<file path="config.mk">
export PLATFORM = sky130hd
export DESIGN_NAME = turf_rdwr_decoder
export DESIGN_NICKNAME = d
export VERILOG_FILES = /design/src/rtl/turf_rdwr_decoder.sv
export SDC_FILE = /design/constraint.sdc
export NUM_CORES = 1
export LEC_CHECK = 0
export CAP_MARGIN = 40
export CORE_MARGIN = 2
export CORE_UTILIZATION = 35
export CTS_CLUSTER_SIZE = 12
export DETAILED_ROUTE_END_ITERATION = 10
export PLACE_DENSITY = 0.85
export SLEW_MARGIN = 30
export SYNTH_ARGS = -nofsm -noshare
export SYNTH_HDL_FRONTEND = slang
export SYNTH_SLANG_ARGS = --single-unit
</file>
<file path="constraint.sdc">
create_clock -name aclk -period 2.15 [get_ports aclk]
set_input_delay 0.215 -clock aclk [delete_from_list [all_inputs] [get_ports aclk]]
set_output_delay 0.215 -clock aclk [all_outputs]
set_load 0.1 [all_outputs]
</file>
<file path="src/rtl/turf_rdwr_decoder.sv">
// turf_rdwr_decoder: address-decodes an rdwr request onto one of NUM_TARGETS targets with timeout/unmapped error replies.
// Optional error statistics ports are built when TURF_RDWR_DECODER_ERRSTAT_EN is defined.
module turf_rdwr_decoder #(
  parameter int          NUM_TARGETS     = 4,
  parameter int          TARGET_ADR_BITS = 24,
  parameter int          TIMEOUT_CYCLES  = 255,
  parameter logic [31:0] ERROR_DATA      = 32'hDEADBEEF
) (
  input  logic                       aclk,
  input  logic                       aresetn,
  input  logic                       en_i,
  input  logic                       wr_i,
  input  logic [27:0]                adr_i,
  input  logic [31:0]                dat_i,
  output logic                       ack_o,
  output logic [31:0]                dat_o,
  output logic [NUM_TARGETS-1:0]     m_en_o,
  output logic                       m_wr_o,
  output logic [TARGET_ADR_BITS-1:0] m_adr_o,
  output logic [31:0]                m_dat_o,
  input  logic [NUM_TARGETS-1:0]     m_ack_i,
  input  logic [32*NUM_TARGETS-1:0]  m_dat_i
`ifdef TURF_RDWR_DECODER_ERRSTAT_EN
  ,
  output logic [15:0]                err_count_o,
  output logic [27:0]                err_adr_o,
  input  logic                       err_clr_i
`endif
);
  typedef enum logic [1:0] {IDLE, ACCESS, ERROR, RESPOND} state_t;
  state_t                     state_q, state_d;
  logic [15:0]                cnt_q, cnt_d;
  logic                       ack_q, ack_d;
  logic [31:0]                dat_q, dat_d;
  logic [NUM_TARGETS-1:0]     m_en_q, m_en_d;
  logic                       m_wr_q, m_wr_d;
  logic [TARGET_ADR_BITS-1:0] m_adr_q, m_adr_d;
  logic [31:0]                m_dat_q, m_dat_d;
  logic [31:0]                sel_w, rd_dat;
  logic                       tgt_ack, timeout;
  // m_en_q is one-hot on the selected target, so masking with it ignores every other target's ack.
  always_comb begin
    sel_w   = 32'(adr_i[27:TARGET_ADR_BITS]);
    tgt_ack = |(m_ack_i & m_en_q);
    timeout = cnt_q == 16'(TIMEOUT_CYCLES - 1);
    rd_dat  = '0;
    for (int n = 0; n < NUM_TARGETS; n++) if (m_en_q[n]) rd_dat = m_dat_i[32*n +: 32];
    state_d = state_q;
    cnt_d   = cnt_q;
    ack_d   = 1'b0;
    dat_d   = dat_q;
    m_en_d  = m_en_q;
    m_wr_d  = m_wr_q;
    m_adr_d = m_adr_q;
    m_dat_d = m_dat_q;
    case (state_q)
      IDLE: if (en_i) begin
        m_wr_d  = wr_i;
        m_adr_d = adr_i[TARGET_ADR_BITS-1:0];
        m_dat_d = dat_i;
        cnt_d   = '0;
        state_d = sel_w < NUM_TARGETS ? ACCESS : ERROR;
        for (int n = 0; n < NUM_TARGETS; n++) m_en_d[n] = sel_w == n;
      end
      ACCESS: begin
        cnt_d = cnt_q + 16'd1;
        if (tgt_ack || timeout) begin
          m_en_d  = '0;
          ack_d   = 1'b1;
          dat_d   = m_wr_q ? dat_q : tgt_ack ? rd_dat : ERROR_DATA;
          state_d = RESPOND;
        end
      end
      ERROR: begin
        ack_d   = 1'b1;
        dat_d   = m_wr_q ? dat_q : ERROR_DATA;
        state_d = RESPOND;
      end
      RESPOND: state_d = IDLE;
    endcase
  end
  always_ff @(posedge aclk or negedge aresetn) begin
    if (!aresetn) begin
      state_q <= IDLE;
      cnt_q   <= '0;
      ack_q   <= 1'b0;
      dat_q   <= '0;
      m_en_q  <= '0;
      m_wr_q  <= 1'b0;
      m_adr_q <= '0;
      m_dat_q <= '0;
    end else begin
      state_q <= state_d;
      cnt_q   <= cnt_d;
      ack_q   <= ack_d;
      dat_q   <= dat_d;
      m_en_q  <= m_en_d;
      m_wr_q  <= m_wr_d;
      m_adr_q <= m_adr_d;
      m_dat_q <= m_dat_d;
    end
  end
  assign ack_o   = ack_q;
  assign dat_o   = dat_q;
  assign m_en_o  = m_en_q;
  assign m_wr_o  = m_wr_q;
  assign m_adr_o = m_adr_q;
  assign m_dat_o = m_dat_q;
`ifdef TURF_RDWR_DECODER_ERRSTAT_EN
  logic [27:TARGET_ADR_BITS] adr_hi_q, adr_hi_d;
  logic [15:0]               err_cnt_q, err_cnt_d;
  logic [27:0]               err_adr_q, err_adr_d;
  logic                      err;
  always_comb begin
    err       = state_q == ERROR || (state_q == ACCESS && !tgt_ack && timeout);
    adr_hi_d  = (state_q == IDLE && en_i) ? adr_i[27:TARGET_ADR_BITS] : adr_hi_q;
    err_cnt_d = err_clr_i ? {15'd0, err} : (err && err_cnt_q != 16'hFFFF) ? err_cnt_q + 16'd1 : err_cnt_q;
    err_adr_d = err ? {adr_hi_q, m_adr_q} : err_adr_q;
  end
  always_ff @(posedge aclk or negedge aresetn) begin
    if (!aresetn) begin
      adr_hi_q  <= '0;
      err_cnt_q <= '0;
      err_adr_q <= '0;
    end else begin
      adr_hi_q  <= adr_hi_d;
      err_cnt_q <= err_cnt_d;
      err_adr_q <= err_adr_d;
    end
  end
  assign err_count_o = err_cnt_q;
  assign err_adr_o   = err_adr_q;
`endif
endmodule
</file>
==> results.md, run 1 <==
* Synth Flop Type: dfrtp_1
* Die W at 126 um
* R2R depth at 6
* RSZ-0062 raised after global routing: false
* Die H at 126 um
* Max Fclk at 0.490 GHz
* First-pass GRT wire length at 27100 um
* Mapped Nets at 645
* Port Buffers at 289
* R2r setup slk at 0.11 ns
* Fill count at 1193
* Drt drc at 0
* Share of cells above drive strength 1 at 26.9%
* Critical path origin: state_q[0]
* Crit end category: flop
* Pin count of the biggest net entering global routing at 48
* Critical path type: flop to flop
* Worst hold path type: input pin to asynchronous set/reset pin
* GRT Overall Usage at 21.4%
* Clk Latency, worst-skew pair at 0.35 ns
* Mean post-synth cell area at 11.7 sq um
* Worst Path Required at 2.42 ns
* Maxcap violations at 0
* Worst slew margin at 58.9%
* TritonCTS clock tree: yes
* 1st-iter DRT viols at 359
* Vias per std cell at 5.34
* Synthesized area at 5220 sq um
* Register area share after synthesis at 53.7%
* EDFF count, synth at 0
* Routed Antenna Nets at 0
* Final worst path period share at 95.0%
* Setup TNS Final at 0 ns
* Vias at 4887
* CP Capture Point: cnt_q[13]
* Final-report max-slew violation count at 0
* Arr. time, crit path at 2.31 ns
* Post-Route WL at 17000 um
* CTS max path bufs at 2
* DR pass1 iterations at 7
* Clock-pin slew on the worst setup and hold paths at 0.07 ns
* Setup repair bufs after CTS at 0
* R2r startpoint: state_q[0]
* Async SR Flop Fraction at 100%
* Clock sinks at 112
* GRT Residual Overflow at 0
* Row Count at 44
* Core ar. at 14500 sq um
* Diode count at 0
* Ys Warns at 0
* P_leak at 3.45 nW
* Clock Tree Root: clkbuf_16
* Setup-failing EPs final at 0
* FF+latch area at 2810 sq um
* Number of global-route vias before repair at 5150
* Hold Fails Final Rpt at 0
* Min Clock Period, post-route at 2.04 ns
* Worst vdd ir at 1.68 mV
* Status: finished, final reports clean
* P&R area growth vs syn at 61.8%
* WL per Instance at 18.6 um
* Placer Congestion at 0.982
* #FFs+latches synth at 112
* Starting Density at 35.9%
* Worst setup SP type: flop
* Pwr per Cell Area at 1670 nW/um^2
* Syn Inst Count at 444
* Tightest Pin Transition at 0.617 ns
* Cts bufs inserted at 9
* Worst-path fanout max at 7
* Synth cell types at 47
* Clock H-tree levels at 3
* IO Count at 290
* Die area at 15900 sq um
* Initial antenna violation count at 0
* DP Cell Count at 900
* Multi-input gate area at 2260 sq um
* Nets@finish at 929
* Fin cells at 915
* Critical R2R Capture: cnt_q[13]
* Post-Route Skew at 0.00984 ns
* DP HPWL at 13200 um
[worst max-delay path, stage by stage, from the launching register on]
cell     delay, ns
dfrtp_1       0.37
inv_1         0.09
ha_1          0.24
mux2i_2       0.19
or4b_4        0.54
or3_1         0.37
a21oi_1       0.16
[how the worst min path moves through the flow]
stage | depth (start not counted) | slack (ns) | startpoint | end
after floorplan | 0 | -0.08 | aresetn | ack_o
after global placement | 1 | 0.13 | aresetn | dat_o[2]
after detailed placement | 1 | 0.13 | aresetn | dat_o[10]
after CTS | 2 | 0.30 | aresetn | dat_o[10]
after global routing | 2 | 0.31 | aresetn | dat_o[10]
final | 2 | 0.31 | aresetn | dat_o[10]
[area by class of cell]
| cell class | instances | area share, % |
|---|---|---|
| clock buffer | 11 | 2.76 |
| timing repair buffer | 306 | 33.6 |
| multi-input combinational | 293 | 26.8 |
| sequential | 112 | 33.3 |
| tap | 184 | 2.73 |
| clock inverter | 3 | 0.534 |
| inverter | 6 | 0.267 |
[where the power goes]
| part | total, W | switching, W | leakage [nW] | internal [W] |
|---|---|---|---|---|
| registers | 0.00336 | 0.000481 | 1.31 | 0.00288 |
| clock network | 0.00162 | 0.000725 | 0.128 | 0.000892 |
| logic | 0.00911 | 0.00680 | 2.02 | 0.00231 |
| total | 0.0141 | 0.00801 | 3.45 | 0.00608 |
[repair_timing]
item / in CTS / in global routing
hold buffers: 1 / 0
setup endpoints to repair: 0 / 8
hold endpoints to repair: 18 / 0
gates resized for setup: 0 / 1
[per-layer routing]
layer  vias up  track usage [%]  part of all wire (%)
li1       2249                -                     -
met1      2363             24.3                    38
met2       250             37.9                    51
met3        25             6.97                   9.2
met4         0             7.37                   2.1
met5         -                0                     0
[synthesized netlist by cell type (all sizes together), types with 2 or more instances]
library cell	count	area, sq um
or4	2	18.8
nor2	22	82.6
nor2b	2	12.5
clkbuf	26	97.6
inv	6	22.5
nor3	5	25.0
buf	7	51.3
nand4	3	25.0
a22oi	2	15.0
xnor2	2	17.5
a21oi	7	35.0
nand2	11	41.3
nand3	6	30.0
nor4	2	27.5
a22o	10	87.6
and4	2	17.5
or3	8	50.1
o22ai	32	200
o21ai	37	189
a221oi	32	280
mux2	58	653
o21a	25	195
xor2	5	43.8
nand2b	2	12.5
dfrtp	112	2800
ha	5	62.6
[sequential cells by signal (all words and copies together) (netlist names)]
name / cells
ack_o: 1
cnt_q: 16
dat_o: 32
m_adr_o: 24
m_dat_o: 32
m_en_o: 4
m_wr_o: 1
state_q: 2
[per-stage QoR]
stage / utilization (%) / total power, W / worst slack (ns) / area (sq um) / hold slack, ns
after floorplan: - / 0.0103 / 0.0535 / 5220 / -0.0806
after global placement: 56.1 / 0.0123 / 0.128 / 8150 / 0.128
after detailed placement: 56.1 / 0.0125 / 0.0376 / 8150 / 0.130
after CTS: 58.0 / 0.0142 / 0.0360 / 8430 / 0.296
after global routing: 58.1 / 0.0147 / 0.00793 / 8440 / 0.311
final: 58.1 / 0.0141 / 0.108 / 8440 / 0.307
[placed cells by master, fill, tap and decap left out, types with 2 or more instances in the layout]
cell and instances:
a21oi_1 7, a221oi_1 32, a22o_1 10, a22oi_1 2
and4_1 2, buf_12 4, buf_4 107, clkbuf_1 2
clkbuf_16 9, clkdlybuf4s50_1 194, clkinvlp_4 2, dfrtp_1 108
dfrtp_2 3, ha_1 5, inv_1 6, mux2_2 58
nand2_1 10, nand2b_1 2, nand3_1 6, nand4_1 2
nor2_1 22, nor3_1 5, o21a_1 24, o21ai_0 35
o22ai_1 32, or3_1 8, xnor2_1 2, xor2_1 5
[logic make-up (layout without fill, tap and decap cells)]
family                   Yosys count  after routing  synth area share (%)
AO/OA/AOI/OAI                    151            151                  20.3
XOR/XNOR                           7              7                  1.18
adder cells (fa/ha/maj)            5              5                  1.20
buffers and inverters             39            326                  3.29
flip-flops                       112            112                  53.7
multiplexers                      59             59                  12.8
AND/OR/NAND/NOR                   71             71                  7.46
Power figures use the tool's default switching activity.
==> run 2, diff against run 1 <==
PLACE_DENSITY = 0.75   (was 0.85)
==> results.md, run 2 (synthesis results as in run 1) <==
* Worst Path Required at 2.39 ns (was 2.42 ns)
* Hold Fails Final Rpt at 0 (unchanged)
* Crit end category: flop (unchanged)
* Vias at 4863 (was 4887)
* Post-Route Skew at 0.00666 ns (was 0.00984 ns)
* Final WS setup at 0.0961 ns (was 0.108 ns)
* Buffers & Inverters on Critical Path at 0 (was 1)
* Die W at 126 um (unchanged)
* Clk Latency, worst-skew pair at 0.35 ns (about the same)
* IO Count at 290 (unchanged)
* Die H at 126 um (unchanged)
* Commonest cells after routing, fill and taps aside: clkdlybuf4s50_1 (194), dfrtp_1 (108), buf_4 (107) (unchanged)
* Final worst path period share at 95.5% (was 95.0%)
* Placer Congestion at 0.904 (was 0.982)
* Clock Tree Root: clkbuf_16 (unchanged)
* First-pass GRT wire length at 26700 um (was 27100 um)
* Maxcap violations at 0 (unchanged)
* Row Count at 44 (unchanged)
* Worst slew margin at 51.8% (was 58.9%)
* Status: finished, final reports clean (unchanged)
* GRT Residual Overflow at 0 (unchanged)
* Worst setup SP type: flop (unchanged)
* Worst vdd ir at 1.47 mV (was 1.68 mV)
* RSZ-0062 raised after global routing: false (unchanged)
* Min Clock Period, post-route at 2.05 ns (was 2.04 ns)
* 1st-iter DRT viols at 342 (was 359)
* P_leak at 3.46 nW (was 3.45 nW)
* Clock H-tree levels at 3 (unchanged)
* Number of global-route vias before repair at 5064 (was 5150)
* CP cell instances: or4_4 > nor4_4 > o21ai_2 > a22o_1 (was inv_1 > ha_1 > mux2i_2 > or4b_4 > or3_1 > a21oi_1)
* Drt drc at 0 (unchanged)
* Port Buffers at 289 (unchanged)
* Final-report max-slew violation count at 0 (unchanged)
* Nets@finish at 929 (unchanged)
* Critical Path Slowest Stage Cell: or4_4 (was or4b_4)
* DP HPWL at 13100 um (was 13200 um)
* Post-Route WL at 17100 um (was 17000 um)
* Setup-failing EPs final at 0 (unchanged)
* Clock-pin slew on the worst setup and hold paths at 0.07 ns (about the same)
* Clock sinks at 112 (unchanged)
* Delay-heaviest family, CP: simple AND/OR/NAND/NOR gates (unchanged)
* Worst-path fanout max at 8 (was 7)
* Max stage delay on crit path at 0.54 ns (about the same)
* Starting Density at 35.9% (unchanged)
* Setup slack after placement at 0.0506 ns (was 0.0376 ns)
* DR pass1 iterations at 6 (was 7)
* Cts bufs inserted at 9 (unchanged)
* WL per Instance at 18.6 um (about the same)
* Die area at 15900 sq um (unchanged)
* Routed Antenna Nets at 0 (unchanged)
* Max Fclk at 0.487 GHz (was 0.490 GHz)
* Initial antenna violation count at 1 (was 0)
* Pwr per Cell Area at 1660 nW/um^2 (was 1670 nW/um^2)
* GRT Overall Usage at 21.1% (was 21.4%)
* Arr. time, crit path at 2.29 ns (was 2.31 ns)
* Vias per std cell at 5.30 (was 5.34)
* Worst hold path type: input pin to asynchronous set/reset pin (unchanged)
* Setup TNS Final at 0 ns (unchanged)
* TritonCTS clock tree: yes (unchanged)
* Tightest Pin Transition at 0.723 ns (was 0.617 ns)
* Core ar. at 14500 sq um (unchanged)
* Critical path type: flop to flop (unchanged)
* P&R area growth vs syn at 61.9% (was 61.8%)
* Share of cells above drive strength 1 at 27.2% (was 26.9%)
* Setup repair bufs after CTS at 0 (unchanged)
* CTS max path bufs at 2 (unchanged)
* Commonest non-fill, non-tap cell in the layout: clkdlybuf4s50_1 (unchanged)
* Pin count of the biggest net entering global routing at 56 (was 48)
[run 2: where the power goes]
part / leakage, nW / total [W] / internal (W) / switching, W
logic: 2.02 / 0.00913 / 0.00230 / 0.00683
clock network: 0.139 / 0.00159 / 0.000831 / 0.000757
registers: 1.31 / 0.00334 / 0.00288 / 0.000462
total: 3.46 / 0.0141 / 0.00601 / 0.00805
[run 2: repair_timing]
action / 4_1_cts / 5_1_grt
gates resized for setup: 0 / 1
setup endpoints to repair: 0 / 11
hold buffers: 1 / 0
endpoints found under the hold margin: 52 / 0
[run 2: path summary, 6_finish.rpt]
check,end,cells past startpoint,start,slack [ns]
max,dat_o[20],4,cnt_q[12],0.1
min,m_adr_o[1],2,aresetn,0.46
max reg2reg,dat_o[20],4,cnt_q[12],0.1
min reg2reg,dat_o[7],1,dat_o[7],0.49
max in group asynchronous,dat_o[2],3,aresetn,1.01
min in group aclk,m_dat_o[3],2,dat_i[3],0.47
[run 2: area by class of cell]
class	instances	area, sq um
timing repair buffer	306	2840
inverter	6	22.5
sequential	112	2810
antenna	1	2.50
tap	184	230
multi-input combinational	293	2260
clock inverter	4	37.5
fill	1207	6090
clock buffer	11	243
[run 2: per-stage QoR]
stage	instance area [sq um]	power [W]	std cells	utilization (%)	hold slack [ns]
6_report	8440	0.0141	917	58.1	0.457
5_1_grt	8440	0.0146	917	58.1	0.456
3_5_place_dp	8150	0.0125	900	56.1	0.315
2_1_floorplan	5220	0.0103	444	-	-0.0806
4_1_cts	8440	0.0142	916	58.0	0.456
3_3_place_gp	8150	0.0124	900	56.1	0.301
[run 2: layer usage]
| layer | vias up | wire length (um) | GRT usage, % |
|---|---|---|---|
| li1 | 2260 | - | - |
| met1 | 2347 | 6570 | 24.0 |
| met2 | 224 | 8620 | 37.3 |
| met3 | 32 | 1430 | 6.80 |
| met4 | 0 | 477 | 7.43 |
| met5 | - | 0 | 0 |
